<file path="src/rtl/demux14_buf.sv">
`default_nettype none
// ============================================================================
//  Module   : demux14_buf
//  Purpose  : Registered 1-to-4 demultiplexer with valid/ready handshake and
//             a one-entry holding register plus accepted-word counter per channel.
//  Revision : 1.0  initial release
// ============================================================================
module demux14_buf #(
    parameter int WIDTH = 4,
    parameter int CNT_W = 8
) (
    input  logic                 clk,
    input  logic                 rst_n,
    input  logic [1:0]           sel,
    input  logic [WIDTH-1:0]     in_data,
    input  logic                 in_valid,
    output logic                 in_ready,
    output logic [4*WIDTH-1:0]   out_data,
    output logic [3:0]           out_valid,
    input  logic [3:0]           out_ready,
    output logic [4*CNT_W-1:0]   cnt_flat
);

    logic w_load;

    // Only the addressed channel can stall the producer.
    assign in_ready = !out_valid[sel] | out_ready[sel];
    assign w_load   = in_valid & in_ready;

    for (genvar k = 0; k < 4; k++) begin : g_chan
        logic             w_load_k;
        logic [WIDTH-1:0] r_data;
        logic             r_valid;
        logic [CNT_W-1:0] r_cnt;

        assign w_load_k = w_load && (sel == 2'(k));

        always_ff @(posedge clk) begin
            if (!rst_n) begin
                r_data  <= '0;
                r_valid <= 1'b0;
                r_cnt   <= '0;
            end else if (w_load_k) begin
                // A load wins over a same-cycle drain, keeping the slot full.
                r_data  <= in_data;
                r_valid <= 1'b1;
                r_cnt   <= r_cnt + CNT_W'(1);
            end else if (out_ready[k]) begin
                r_valid <= 1'b0;
            end
        end

        assign out_data[k*WIDTH +: WIDTH] = r_data;
        assign out_valid[k]               = r_valid;
        assign cnt_flat[k*CNT_W +: CNT_W] = r_cnt;
    end

endmodule
`default_nettype wire
</file>
<file path="config.mk">
export PLATFORM = sky130hd
export DESIGN_NAME = demux14_buf
export DESIGN_NICKNAME = d
export VERILOG_FILES = /design/src/rtl/demux14_buf.sv
export SDC_FILE = /design/constraint.sdc
export NUM_CORES = 1
export LEC_CHECK = 0
export CAP_MARGIN = 10
export CORE_MARGIN = 2
export CORE_UTILIZATION = 62
export DETAILED_ROUTE_END_ITERATION = 10
export DONT_BUFFER_PORTS = 1
export PLACE_DENSITY = 0.78
export RECOVER_POWER = 50
export SKIP_LAST_GASP = 1
export SLEW_MARGIN = 15
export SYNTH_ARGS = -nofsm -noshare
export SYNTH_HDL_FRONTEND = slang
export SYNTH_SLANG_ARGS = --single-unit
</file>
<file path="constraint.sdc">
create_clock -name clk -period 2.4 [get_ports clk]
set_clock_uncertainty 0.15 [all_clocks]
set_input_delay 0.48 -clock clk [delete_from_list [all_inputs] [get_ports clk]]
set_output_delay 0.48 -clock clk [all_outputs]
set_load 0.05 [all_outputs]
</file>
### Word-level counts from Yosys, hierarchy flattened

Index checks and enable logic that the tools add are counted.

* word-level logic and storage cells: 44
* register bits: 52
* input port bits: 13
* output and inout bits: 53

* equal/unequal tests: 3
* reduce and logical (&&, ||, !) cells: 10
* magnitude comparators: 1
* mux-type cells: 12
* $add $sub $neg: 4
* bitwise gates (word level): 2

Operator list (count)
* adder 8 x 1 -> 8 bit (second input constant): 4
* 2-to-1 mux 1 bit: 10
* nonzero test 2 bit: 4
* binary-select mux 1 bit (select 2 bit): 2
* equality test 2 bit (second input constant): 2
* logical AND 1 bit: 4
* < comparator 2 x 3 -> 1 bit (second input constant): 1
* equality test 2 x 1 -> 1 bit (second input constant): 1
* zero test 2 bit: 1
* AND 1 bit: 1
* zero test 1 bit: 1
* OR 1 bit: 1

### Longest topological paths before layout

Gate-level depths: netlist of the first run.

* depth after elaboration: 7
* depth in mapped cells: 7
* mapped depth without buffers: 5

### Least setup slack after synthesis of the first run

No wires, ideal clock.

* path kind: input to output
* from: in out_ready[1]
* to: out in_ready
* data arrival time: 1428 ps
* data required time: 1770 ps
* path slack: 342 ps
* buffers on the path: 0
* cell stages on the path: 2
* path through: nand2b_1 mux4_1

* longest elaborated chain between the ends: 3

RTL lines
* start, declared: RTL line 20 `input logic [3:0] out_ready,`
* binary-select mux 1 bit (select 2 bit): RTL line 27 `assign in_ready = !out_valid[sel] | out_ready[sel];`
* 2-to-1 mux 1 bit (not written as such): RTL line 27
* OR 1 bit: RTL line 27
* end, declared: RTL line 17 `output logic in_ready,`

No other way between the ends. The select of a mux whose other input is x is not followed.

### Final worst setup path of the first run

* from: reg g_chan[2].r_valid
* to: out in_ready

* longest elaborated chain between the ends: 4

RTL lines
* start, declared: RTL line 33 `logic r_valid;`
* start signal, assigned: RTL line 41 `r_valid <= 1'b0;`
* start signal, assigned: RTL line 46 `r_valid <= 1'b1;`
* start signal, assigned: RTL line 49 `r_valid <= 1'b0;`
* binary-select mux 1 bit (select 2 bit): RTL line 27
* 2-to-1 mux 1 bit (not written as such): RTL line 27
* zero test 1 bit: RTL line 27
* OR 1 bit: RTL line 27

No other way between the ends. The select of a mux whose other input is x is not followed.

==> flow_summary.yaml, run 1 <==
outcome:
  status: "completed"
critical_path:
  crit_path_end_kind: "primary output"
  crit_required_ps: 1770
  r2r_cells: 5
  reg2reg_to: "g_chan[2].r_data[0]$_SDFFE_PN0P_"
  rr_startpoint: "g_chan[2].r_valid$_SDFFE_PN0P_"
  crit_fanout: 5
  worstPathArrival_ps: 1500
  r2r_slack_ps: 310
  crit_path_end: "in_ready"
  cp-startpoint: "g_chan[2].r_valid$_SDFFE_PN0P_"
  crit_type: "reg2out"
  critPathLaunchType: "register"
die:
  ios: 66
  core_sq_um: 3630
  initial_utilization: 0.641
  dieArea_sq_um: 4260
  dieHeight_um: 65.3
  rows: 22
  die_width_um: 65.3
synthesis:
  synth_fp_nets: 262
  netlist_instances: 245
  syn_area_sq_um: 2330
  ys_top_cells_by_area: "dfxtp_1, mux2i_1, nor2_1"
  synth_edf_count: 0
  synth_top_area_share: 0.447
  synth_cell_types: 38
  synthArstFlopShare: 0
  ys_seq_area_frac: 0.447
  synth_seq_cells: 52
  ys.warnings.count: 0
  avgSynthCellArea_sq_um: 9.50
  ys.flop_type: "dfxtp_1"
  synth.largest_area_cell: "dfxtp_1"
timing:
  setup_tns_ps: 0
  slew_headroom: 0.464
  period_needed_ps: 2130
  finalHoldViolations: 0
  fmax_ghz: 0.469
  worst_slew_pin_slew_ps: 805
  post-route-period-util: 0.888
  setup_viol: 0
  drv_slew: 0
  rsz0062_at_grt: "no"
  holdWs_ps: 151
pwr:
  design_power_total_mw: 1.54
  pwr_density_cell_nw_per_um2: 602
  power.leakage_nw: 1.00
  ir_drop_mv: 0.487
grt:
  grt_pass1_vias: 1661
  grt_first_pass_wirelength_um: 7600
  grt_max_degree: 20
  gr-usage-all-layers: 0.228
  grt_antenna_before_repair: 0
  overflow: 0
cells_and_area:
  drive_gt1_frac: 0.0809
  layout.nets: 288
  num_antenna_cells: 0
  syn2layout_area_growth_pct: 9.73
  final_core_util: 0.703
clocking:
  htree_levels: 2
  path_clk_slew_ps: 90
  clock-root-buffer: "clkbuf_8"
  ctsResizeCount: 0
  clkLatencyLatePin_ps: 300
  clkSinkCount: 52
  cts_tree: "done"
  clk_path_buf_depth: 2
  cts_made_buffers: 5
  post_cts_buffers: 0
  hold_buffers: 0
run:
  maxCapViolCount: 0
drt:
  finalWirelength_um: 4700
  vias_per_cell: 5.58
  drt_iter0_markers: 81
  drc: 0
  drt-wirelength-per-cell_um: 14.7
  vias: 1784
  drtAntennaViolNets: 0
  drtPass1Iterations: 4
placed_design:
  io_buffers: 0
  gp_congestion: 0.811
  post-dp-hpwl_um: 3460
min_path:
  hold_path.class: "in2reg"
-- report_power, final --
group          total, mW  switching (mW)  internal (mW)
Sequential         0.920          0.0416          0.879
Combinational      0.113          0.0763         0.0364
Clock              0.506           0.275          0.231
-- kinds of logic (layout without fill, tap and decap cells) --
group	count (synthesis)	count (layout)	synth area share
buffers and inverters	16	43	0.0408
muxes	23	23	0.106
DFF	52	52	0.447
xor gates and xnor gates	23	23	0.0865
adders and majority gates	4	4	0.0215
AOI/OAI and AO/OA	7	7	0.0188
and+or+nand+nor	120	120	0.279
-- through the flow --
step                      cells  setup WS (ps)  cell area, sq um
after floorplan             245            342              2330
after global placement      312            373              2550
after detailed placement    312            354              2550
after CTS                   320            254              2650
after global routing        320            165              2550
final                       320            268              2550
-- cell usage in the layout (no fill, tap or decap), types with 2 or more instances in the layout --
cell	netlist	routed
a21oi_1	2	2
and2_1	7	5
xnor2_1	10	10
nand3_1	11	11
nor2_1	39	39
or3_1	2	2
nor2b_1	6	6
xor2_1	13	13
buf_4	5	10
nand4b_1	4	4
dfxtp_1	52	52
nand4_1	4	4
mux2i_1	22	22
nand2b_1	7	7
nand2_1	13	13
and3b_1	2	2
and2_0	0	2
clkinv_2	0	2
ha_1	4	4
clkbuf_8	0	6
and3_1	6	6
nor4_1	7	7
o21ai_0	2	2
and4_1	4	4
clkbuf_1	5	24
-- flip-flops by register name (all words and copies together), names as in the netlist --
name	cells
g_chan.r_valid	4
g_chan.r_cnt	32
g_chan.r_data	16
-- synth_stat cells, drive strengths merged, types with 5 or more instances --
cell    instances
and2            7
xnor2          10
clkbuf          5
dfxtp          52
mux2i          22
nand2b          8
xor2           13
nand3          11
buf            10
nand2          13
nor2           40
nor4            7
nor2b           6
and3            6
-- how the worst min path moves through the flow --
stage / start / to / depth (start not counted)
final: rst_n / g_chan[3].r_cnt[2]$_SDFFE_PN0P_ / 1
after global routing: rst_n / g_chan[3].r_cnt[0]$_SDFFE_PN0P_ / 1
after CTS: rst_n / g_chan[3].r_cnt[2]$_SDFFE_PN0P_ / 1
after detailed placement: g_chan[0].r_valid$_SDFFE_PN0P_ / g_chan[0].r_valid$_SDFFE_PN0P_ / 2
after global placement: g_chan[3].r_cnt[1]$_SDFFE_PN0P_ / g_chan[3].r_cnt[1]$_SDFFE_PN0P_ / 2
after floorplan: g_chan[0].r_valid$_SDFFE_PN0P_ / g_chan[0].r_valid$_SDFFE_PN0P_ / 2
-- critical path, cell delays in order (launching register included) --
cell and delay [ps]:
dfxtp_1 340, nand2b_1 130, mux4_1 530, buf_4 210
-- per-layer routing --
| metal | part of all wire | vias up | track usage |
|---|---|---|---|
| li1 | - | 892 | - |
| met1 | 0.44 | 831 | 0.285 |
| met2 | 0.48 | 57 | 0.358 |
| met3 | 0.078 | 4 | 0.0771 |
| met4 | 0.0092 | 0 | 0.0964 |
| met5 | 0 | - | 0 |
-- area by class of cell --
cell class	count	area, sq um
multi-input cells	177	1190
flip-flops and latches	52	1040
clock buffers	6	82.6
repair buffers	34	165
clock inverters	2	10.0
fillers	290	1080
well taps	48	60.1
inverters	1	3.75
Note: power is estimated with default switching activity, not from simulation.
==> run 2: changes to the inputs <==
--- a/config.mk
+++ b/config.mk
@@ -5,12 +5,13 @@
 export SDC_FILE = /design/constraint.sdc
 export NUM_CORES = 1
 export LEC_CHECK = 0
+export ABC_AREA = 1
 export CAP_MARGIN = 10
 export CORE_MARGIN = 2
-export CORE_UTILIZATION = 62
+export CORE_UTILIZATION = 63
 export DETAILED_ROUTE_END_ITERATION = 10
 export DONT_BUFFER_PORTS = 1
-export PLACE_DENSITY = 0.78
+export PLACE_DENSITY = 0.79
 export RECOVER_POWER = 50
 export SKIP_LAST_GASP = 1
 export SLEW_MARGIN = 15
==> run 2 against run 1 <==
Net effect: clock power grew 19%; wire length grew 33%; setup slack gained 9.2 ps.
==> flow_summary.yaml, run 2 <==
outcome:
  status: "completed"
cells_and_area:
  drive_gt1_frac: 0.0605
  final_cell_mix: "nand2_1, dfxtp_1, nand4_1, a21oi_1, inv_1"
  top_regs: "g_chan.r_cnt (32), g_chan.r_data (16), g_chan.r_valid (4)"
  fillers: 369
  largest-register: "g_chan.r_cnt"
  syn2layout_area_growth_pct: 6.41
  layout.nets: 413
  largest_reg_flops: 32
  num_antenna_cells: 0
  stdcell_area_sq_um: 2870
  mostFrequentLayoutCell: "nand2_1"
synthesis:
  synth.largest_area_cell: "dfxtp_1"
  avgSynthCellArea_sq_um: 6.94
  synthArstFlopShare: 0
  ys.warnings.count: 0
  ys_seq_area_frac: 0.386
  synth_seq_cells: 52
  ys_top_cells_by_area: "dfxtp_1, nand2_1, nand4_1"
  yosysMostFrequentCell: "nand2_1"
  synth_cell_types: 21
  netlist_instances: 388
  synth_fp_nets: 405
  synthTopCellsByCount: "nand2_1, dfxtp_1, a21oi_1, nand4_1, inv_1"
  synth_top_area_share: 0.386
  ys.flop_type: "dfxtp_1"
  synth_edf_count: 0
  syn_area_sq_um: 2690
critical_path:
  crit_fanout: 4
  worstPathArrival_ps: 2210
  max_stage_delay_ps: 540
  cp_top_family: "simple AND/OR/NAND/NOR gates"
  reg2reg_to: "g_chan[0].r_cnt[6]$_SDFFE_PN0P_"
  r2r_cells: 8
  path_common_cell: "nand2_1"
  path_buf_inv: 1
  crit_type: "reg2reg"
  crit_path_top_delay_cell: "clkbuf_1"
  r2r_slack_ps: 280
  path_cells: "clkbuf_1 -> ha_1 -> nand3_1 -> nor2_1 -> nand2_1 -> nand2_1 -> nand4_1 -> a21oi_1"
  critPathLaunchType: "register"
  crit_required_ps: 2490
  rr_startpoint: "g_chan[0].r_cnt[1]$_SDFFE_PN0P_"
  crit_path_end_kind: "register"
timing:
  setup_viol: 0
  period_needed_ps: 2120
  post-route-period-util: 0.884
  slew_headroom: 0.447
  rsz0062_at_grt: "no"
  fmax_ghz: 0.471
  finalHoldViolations: 0
  setup_tns_ps: 0
  layout_setup_ws_ps: 277
  worst_slew_pin_slew_ps: 830
  drv_slew: 0
grt:
  gr-usage-all-layers: 0.265
  overflow: 0
  grt_antenna_before_repair: 0
  grt_pass1_vias: 2328
  grt_first_pass_wirelength_um: 10700
  grt_max_degree: 54
drt:
  drt-wirelength-per-cell_um: 14.0
  drt_iter0_markers: 171
  finalWirelength_um: 6270
  vias_per_cell: 5.81
  drc: 0
  drtAntennaViolNets: 0
  drtPass1Iterations: 4
  vias: 2596
clocking:
  hold_buffers: 0
  ctsResizeCount: 0
  clkLatencyLatePin_ps: 310
  clk_path_buf_depth: 2
  path_clk_slew_ps: 90
  htree_levels: 2
  post_cts_buffers: 0
  clkSinkCount: 52
  cts_made_buffers: 5
  cts_tree: "done"
  clock-root-buffer: "clkbuf_8"
pwr:
  combPwrFrac: 0.085
  seq_power_share: 0.554
  ir_drop_mv: 0.393
  p_sw_uw: 440
  clkPwrFrac: 0.361
  swShare: 0.264
  p_int_mw: 1.22
  power.leakage_nw: 1.00
  pwr_density_cell_nw_per_um2: 580
die:
  initial_utilization: 0.664
  rows: 23
  ios: 66
  dieHeight_um: 69.4
  core_sq_um: 4060
  die_width_um: 69.4
  dieArea_sq_um: 4810
min_path:
  min-delay-start: "rst_n"
  hold_end: "g_chan[0].r_cnt[5]$_SDFFE_PN0P_"
  hold_path.class: "in2reg"
  hold_depth: 2
placed_design:
  place_ws_ps: 288
  placed_area_sq_um: 2840
  gp_congestion: 0.915
  post-dp-hpwl_um: 4150
  io_buffers: 0
run:
  maxCapViolCount: 0
[run 2: cell count changes after synthesis, sizes merged, moves of 8 or more]
cell    before  now
a21oi        2   49
buf         10   19
inv          1   27
mux2i       22    0
nand2       13  113
nand2b       8    0
nand3       11   21
nand4        4   49
nor2        40   26
[run 2: cell type report]
cell class / count / area [sq um] / area share
Sequential cell: 52 / 1040 / 0.363
Clock inverter: 3 / 42.5 / 0.0148
Multi-Input combinational cell: 278 / 1390 / 0.485
Timing Repair Buffer: 30 / 151 / 0.0528
Clock buffer: 5 / 68.8 / 0.0240
Tap cell: 50 / 62.6 / 0.0218
Inverter: 29 / 109 / 0.0380
[run 2: how the worst max path moves through the flow]
stage          slack [ps]  cells past startpoint                       startpoint                                to
5_1_grt               160                      8  g_chan[0].r_cnt[1]$_SDFFE_PN0P_   g_chan[0].r_cnt[6]$_SDFFE_PN0P_
3_5_place_dp          290                      9                           sel[0]   g_chan[1].r_cnt[7]$_SDFFE_PN0P_
6_report              280                      8  g_chan[0].r_cnt[1]$_SDFFE_PN0P_   g_chan[0].r_cnt[6]$_SDFFE_PN0P_
3_3_place_gp          370                      9                           sel[0]  g_chan[1].r_data[2]$_SDFFE_PN0P_
2_1_floorplan         420                      7                           sel[0]                          in_ready
4_1_cts               410                      5   g_chan[2].r_valid$_SDFFE_PN0P_                          in_ready
[run 2: layer usage]
layer | track usage | up-vias | part of all wire
li1 | - | 1308 | -
met4 | 0.0697 | 0 | 0.0096
met5 | 0 | - | 0
met3 | 0.0799 | 7 | 0.090
met1 | 0.345 | 1183 | 0.42
met2 | 0.429 | 98 | 0.48
[run 2: kinds of logic (layout without fill, tap and decap cells)]
| group | count (synthesis) | after routing | share of synthesized area |
|---|---|---|---|
| AOI/OAI and AO/OA | 53 | 53 | 0.0985 |
| DFF | 52 | 52 | 0.386 |
| buffers and inverters | 58 | 67 | 0.0971 |
| xor gates and xnor gates | 12 | 12 | 0.0390 |
| and+or+nand+nor | 209 | 209 | 0.360 |
| adders and majority gates | 4 | 4 | 0.0186 |
[run 2: power groups by stage]
| stage | combinational (mW) | sequential, mW | clock [mW] |
|---|---|---|---|
| final | 0.141 | 0.922 | 0.601 |
| after global routing | 0.155 | 0.924 | 0.644 |
| after CTS | 0.147 | 0.922 | 0.612 |
| after detailed placement | 0.147 | 0.942 | 0 |
| after global placement | 0.144 | 0.942 | 0 |
| after floorplan | 0.113 | 0.959 | 0 |
[run 2: stage by stage]
step | hold WS [ps] | util | instances | power, mW
2_1_floorplan | 307 | - | 388 | 1.07
3_3_place_gp | 346 | 0.700 | 439 | 1.09
3_5_place_dp | 353 | 0.700 | 439 | 1.09
4_1_cts | 132 | 0.728 | 447 | 1.68
5_1_grt | 138 | 0.706 | 447 | 1.72
6_report | 136 | 0.706 | 447 | 1.66
